`config.mk`:
```
export PLATFORM = sky130hd
export DESIGN_NAME = mips32_mem_arbiter
export DESIGN_NICKNAME = d
export VERILOG_FILES = /design/src/rtl/mips32_mem_pkg.sv /design/src/rtl/mips32_mem_arbiter.sv
export SDC_FILE = /design/constraint.sdc
export NUM_CORES = 1
export LEC_CHECK = 0
export ABC_AREA = 1
export CAP_MARGIN = 30
export CORE_ASPECT_RATIO = 0.5
export CORE_MARGIN = 1.5
export CORE_UTILIZATION = 49
export CTS_BUF_LIST = sky130_fd_sc_hd__clkbuf_8
export DETAILED_ROUTE_END_ITERATION = 12
export GPL_ROUTABILITY_DRIVEN = 0
export GPL_TIMING_DRIVEN = 0
export PLACE_DENSITY_LB_ADDON = 0.05
export RECOVER_POWER = 50
export SLEW_MARGIN = 20
export SYNTH_ARGS = -nofsm -noshare
export SYNTH_HDL_FRONTEND = slang
export SYNTH_SLANG_ARGS = --single-unit
```
`constraint.sdc`:
```
create_clock -name clk -period 2.4 [get_ports clk]
set_clock_uncertainty 0.1 [all_clocks]
set_input_delay 0.72 -clock clk [delete_from_list [all_inputs] [get_ports clk]]
set_output_delay 0.72 -clock clk [all_outputs]
set_load 0.02 [all_outputs]
```
`src/rtl/mips32_mem_pkg.sv`:
```
// Shared types and constants for the MIPS32 unified-memory arbiter.
// Latency: none (declarations only).
// Backpressure: none (declarations only).
package mips32_mem_pkg;

   // Arbiter FSM: idle, or owning the memory on behalf of fetch or data.
   typedef enum logic [1:0] {
      IDLE   = 2'd0,
      BUSY_I = 2'd1,
      BUSY_D = 2'd2
   } arb_state_t;

   // Word returned to a load or fetch that the watchdog aborted.
   localparam logic [31:0] ERR_DATA = 32'hDEADBEEF;

   localparam int DEF_TIMEOUT_CYC  = 255;
   localparam int DEF_MAX_D_STREAK = 4;

endpackage

```
`src/rtl/mips32_mem_arbiter.sv`:
```
// Arbitrates one single-ported variable-latency memory between fetch (I) and data (D) ports.
// Latency: grant registered at cycle N, mem_req from N+1, ack pulse the cycle after mem_ack.
// Backpressure: req/ack handshake; stall_if/stall_mem are high while a port's request is unacked.
module mips32_mem_arbiter
   import mips32_mem_pkg::*;
#(
   parameter int ADDR_W       = 32,
   parameter int DATA_W       = 32,
   parameter int MAX_D_STREAK = DEF_MAX_D_STREAK,
   parameter int TIMEOUT_CYC  = DEF_TIMEOUT_CYC
) (
   input  logic              clk,
   input  logic              reset,
   input  logic              i_req,
   input  logic [ADDR_W-1:0] i_addr,
   output logic              i_ack,
   output logic [DATA_W-1:0] i_rdata,
   input  logic              d_req,
   input  logic              d_we,
   input  logic [3:0]        d_be,
   input  logic [ADDR_W-1:0] d_addr,
   input  logic [DATA_W-1:0] d_wdata,
   output logic              d_ack,
   output logic [DATA_W-1:0] d_rdata,
   output logic              stall_if,
   output logic              stall_mem,
   output logic              mem_req,
   output logic              mem_we,
   output logic [3:0]        mem_be,
   output logic [ADDR_W-1:0] mem_addr,
   output logic [DATA_W-1:0] mem_wdata,
   input  logic [DATA_W-1:0] mem_rdata,
   input  logic              mem_ack,
   output logic              err_timeout
);

   localparam int ST_W = (MAX_D_STREAK > 0) ? $clog2(MAX_D_STREAK + 1) : 1;
   localparam int WD_W = (TIMEOUT_CYC > 1) ? $clog2(TIMEOUT_CYC + 1) : 1;
   localparam logic [ST_W-1:0]   ST_MAX   = ST_W'(MAX_D_STREAK);
   // Counter value seen during the last unacked cycle before the abort.
   localparam logic [WD_W-1:0]   WD_LAST  = WD_W'(TIMEOUT_CYC - 1);
   localparam bit                WD_EN    = (TIMEOUT_CYC != 0);
   localparam logic [DATA_W-1:0] ERR_WORD = DATA_W'(ERR_DATA);

   arb_state_t      state, state_nxt;
   logic [ST_W-1:0] streak;
   logic [WD_W-1:0] wd_cnt;
   logic            i_elig, d_elig;
   logic            grant_i, grant_d;
   logic            done, expire;

   // A port whose ack is high this cycle is still presenting the request being retired.
   assign i_elig    = i_req & ~i_ack;
   assign d_elig    = d_req & ~d_ack;
   assign stall_if  = i_req & ~i_ack;
   assign stall_mem = d_req & ~d_ack;

   // Next-state logic: grant selection in IDLE, completion or watchdog abort when busy.
   always_comb begin
      state_nxt = state;
      grant_i   = 1'b0;
      grant_d   = 1'b0;
      done      = 1'b0;
      expire    = 1'b0;
      case (state)
         IDLE: begin
            if (i_elig && (!d_elig || streak == ST_MAX)) begin
               grant_i   = 1'b1;
               state_nxt = BUSY_I;
            end else if (d_elig) begin
               grant_d   = 1'b1;
               state_nxt = BUSY_D;
            end
         end
         BUSY_I, BUSY_D: begin
            // A real ack wins over a watchdog expiry landing in the same cycle.
            if (mem_ack) begin
               done      = 1'b1;
               state_nxt = IDLE;
            end else if (WD_EN && wd_cnt == WD_LAST) begin
               expire    = 1'b1;
               state_nxt = IDLE;
            end
         end
         default: state_nxt = IDLE;
      endcase
   end

   // FSM state register.
   always_ff @(posedge clk or negedge reset) begin
      if (!reset) state <= IDLE;
      else        state <= state_nxt;
   end

   // Memory-side request fields and per-port response registers.
   always_ff @(posedge clk or negedge reset) begin
      if (!reset) begin
         mem_req   <= 1'b0;
         mem_we    <= 1'b0;
         mem_be    <= 4'h0;
         mem_addr  <= '0;
         mem_wdata <= '0;
         i_ack     <= 1'b0;
         d_ack     <= 1'b0;
         i_rdata   <= '0;
         d_rdata   <= '0;
      end else begin
         i_ack <= 1'b0;
         d_ack <= 1'b0;
         if (grant_i) begin
            mem_req   <= 1'b1;
            mem_we    <= 1'b0;
            mem_be    <= 4'hF;
            mem_addr  <= i_addr;
            mem_wdata <= '0;
         end else if (grant_d) begin
            mem_req   <= 1'b1;
            mem_we    <= d_we;
            mem_be    <= d_be;
            mem_addr  <= d_addr;
            mem_wdata <= d_wdata;
         end else if (done || expire) begin
            mem_req <= 1'b0;
            if (state == BUSY_I) begin
               i_ack   <= 1'b1;
               i_rdata <= done ? mem_rdata : ERR_WORD;
            end else begin
               d_ack <= 1'b1;
               // Stores leave the last load data in place.
               if (!mem_we) d_rdata <= done ? mem_rdata : ERR_WORD;
            end
         end
      end
   end

   // Consecutive D grants made while fetch waits; gives I the slot once it saturates.
   always_ff @(posedge clk or negedge reset) begin
      if (!reset) begin
         streak <= '0;
      end else if (!i_req || grant_i) begin
         streak <= '0;
      end else if (grant_d && streak != ST_MAX) begin
         streak <= streak + ST_W'(1);
      end
   end

   // Watchdog: counts busy cycles without mem_ack, restarted by each grant.
   always_ff @(posedge clk or negedge reset) begin
      if (!reset) begin
         wd_cnt <= '0;
      end else if (grant_i || grant_d) begin
         wd_cnt <= '0;
      end else if (WD_EN && state != IDLE && !mem_ack && !expire) begin
         wd_cnt <= wd_cnt + WD_W'(1);
      end
   end

   // Sticky timeout flag, cleared only by reset.
   always_ff @(posedge clk or negedge reset) begin
      if (!reset)      err_timeout <= 1'b0;
      else if (expire) err_timeout <= 1'b1;
   end

endmodule

```
==> results.txt <==
Slew headroom: -5.32%
DRC viols: 0
Total power: 13.5 mW
Layout cell share with drive strength beyond 1: 8.72%
Fin nets: 1346
Post-Syn Nets: 1050
Grt total ovfl: 0
Setup crit start kind: input port
Placed Cells: 1375
Worst-skew pair later-pin latency: 0.44 ns
Clock buffer depth: 2
Drt wl/cell: 14.9 um
Die ar.: 15300 um2
Cells after Synth: 906
FP Rows: 30
DP Wirelength: 15.6 mm
VDD IR max: 0.746 mV
Total wire length: 21.0 mm
Area grow syn2layout: 47.3%
Setup TNS: 0 ns
Total number of vias: 7052
Initial detailed-routing violation count: 539
YS warnings: 0
Max_cap viols: 1
Failing checks: capacitance limit, slew limit
Register bit total from synthesis: 150
TritonCTS clock tree: built
R2R depth: 10
TritonRoute pass-1 iters: 5
Final Core Density: 75.8%
Status: complete, but fails checks
Crit path required time: 1.58 ns
Slew Viols, Final: 61
Power Density: 1280 nW/um2
First-pass GRT wire length: 33.5 mm
CP Data Arrival Time: 1.56 ns
Initial antenna violation count: 0
Die H: 88.4 um
Worst hold path depth: 2
Sequential area share after synthesis: 52.6%
Hold path startpoint: i_rdata[29]
Crit Path Max Fanout: 3
Antenna Cells: 0
Core area: 13900 um2
Reg clk slew, reported paths: 0.08 ns
Endpoints failing hold: 0
Min-delay worst type: register to register
Hold Path End: i_rdata[29]
Critical Setup Path Class: input port to output port
Setup crit end kind: output port
Netlist area before placement: 7140 um2
Vias/cell: 5.01
Vias in the first global route: 6817
FF-to-FF Start: state[0]
H-tree depth: 4
RSZ-0062 raised after global routing: no
Clk root buf: clkbuf_8
Finish-stage setup viols: 0
Largest net degree at the start of global routing: 91
GRT Total Usage: 27.7%
# IOs: 277
Hold WS: 0.371 ns
Cell variety after synth: 24
Die X-Extent: 174 um
Crit share post-route: 99.0%
Fmax: 421 MHz
Sink Count: 150
CTS Buf Count: 17
Fin cells: 1407
Syn_area_per_cell: 7.88 um2
Starting density of the core: 51.4%
R2r endpoint: i_rdata[31]
IO buf count: 276
Tmin final: 2.38 ns
Measured slew at the worst slew-check pin: 1.58 ns
Final antenna-violating net count: 0
Lkg Pwr: 5.37 nW
FF-to-FF setup slack: 0.15 ns
==> layout by cell type (no fill, tap or decap), types with 2 or more instances in the layout <==
| cell type | n |
|---|---|
| ha_1 | 6 |
| clkinv_4 | 2 |
| clkbuf_8 | 19 |
| nor2_1 | 22 |
| nand3_1 | 138 |
| nand4_1 | 32 |
| buf_4 | 9 |
| buf_8 | 4 |
| xor2_1 | 3 |
| inv_6 | 5 |
| clkinvlp_4 | 3 |
| or2_2 | 25 |
| clkdlybuf4s50_1 | 273 |
| a21oi_1 | 2 |
| clkbuf_1 | 18 |
| nand2_2 | 3 |
| dfrtp_1 | 150 |
| buf_2 | 23 |
| o21ai_0 | 3 |
| nand2_1 | 364 |
| clkbuf_2 | 4 |
| inv_8 | 2 |
| inv_1 | 96 |
==> metal layers <==
metal	track usage (%)	share of wire [%]	vias up
met4	7.99	1.5	0
met5	0	0	-
li1	-	-	3416
met2	48.5	49	265
met1	34.2	42	3343
met3	7.77	7.4	28
==> power breakdown <==
| part | switching, mW | internal, mW |
|---|---|---|
| Combinational | 4.19 | 3.11 |
| Clock | 1.04 | 0.802 |
| Sequential | 0.678 | 3.67 |
==> kinds of logic (layout without fill, tap and decap cells) <==
kind of cell	Yosys count	count (layout)	share of synthesized area, %
adders and majority gates	6	6	1.05
and+or+nand+nor	588	588	35.9
xor gates and xnor gates	3	3	0.368
DFF	150	150	52.6
buffers and inverters	152	461	9.41
AOI/OAI and AO/OA	7	7	0.683
==> worst max-delay path by stage <==
stage	start	end	slack, ns
after floorplan	i_req	stall_if	0.23
after global placement	reset	d_rdata[13]	-5.49
after detailed placement	i_req	stall_if	-0.98
after CTS	d_req	stall_mem	0.003
after global routing	i_req	stall_if	0.006
final	d_req	stall_mem	0.02
==> final cells by class <==
cell class              instances  area [um2]
plain buffers                  54         303
clock buffers                  19         262
clock inverters                13         111
fillers                      1056        3370
inverters                      97         367
multi-input cells             604        2700
flip-flops and latches        150        3750
well taps                     192         240
repair buffers                278        2790
==> worst max-delay path, stage by stage <==
cell	delay (ns)
clkdlybuf4s50_1	0.46
nand2_1	0.11
inv_1	0.11
buf_4	0.15
==> stage by stage <==
step           area (um2)  worst slack (ns)
3_3_place_gp        10100             -5.49
6_report            10500            0.0233
2_1_floorplan        7140             0.227
5_1_grt             10500           0.00583
3_5_place_dp        10200            -0.985
4_1_cts             10500           0.00295
==> Yosys cell counts <==
cell type  instances  area share, %
nand2_1          362             19
dfrtp_1          150             53
nand3_1          137            9.6
inv_1             95            5.0
nand4_1           32            2.8
buf_2             27            1.9
or2_2             25            2.2
nor2_1            21            1.1
clkbuf_1          18           0.95
buf_4              6           0.63
ha_1               6            1.1
buf_8              4           0.84
nand2_2            4           0.35
o21ai_0            3           0.21
xor2_1             3           0.37
a21oi_1            2           0.14
inv_2              2           0.11
nand3_2            2           0.28
nor2_2             2           0.18
a21oi_4            1           0.23
nand2_4            1           0.16
nor2_4             1           0.16
nor3_1             1          0.070
o21bai_1           1           0.11
==> sequential cells by signal, summed over array words and instances, names as in the netlist, 2 cells and up <==
register and flops:
mem_be 4, state 2, streak 3, wd_cnt 8, d_rdata 32, i_rdata 32, mem_wdata 32, mem_addr 32
==> what timing repair did <==
| action | CTS | global route |
|---|---|---|
| resized for setup | 10 | 2 |
| endpoints found under the setup margin | 2 | 2 |
| pin swaps | 0 | 0 |
| hold buffers | 0 | 0 |
| setup buffers | 1 | 0 |
Note: power is estimated with default switching activity, not from simulation.
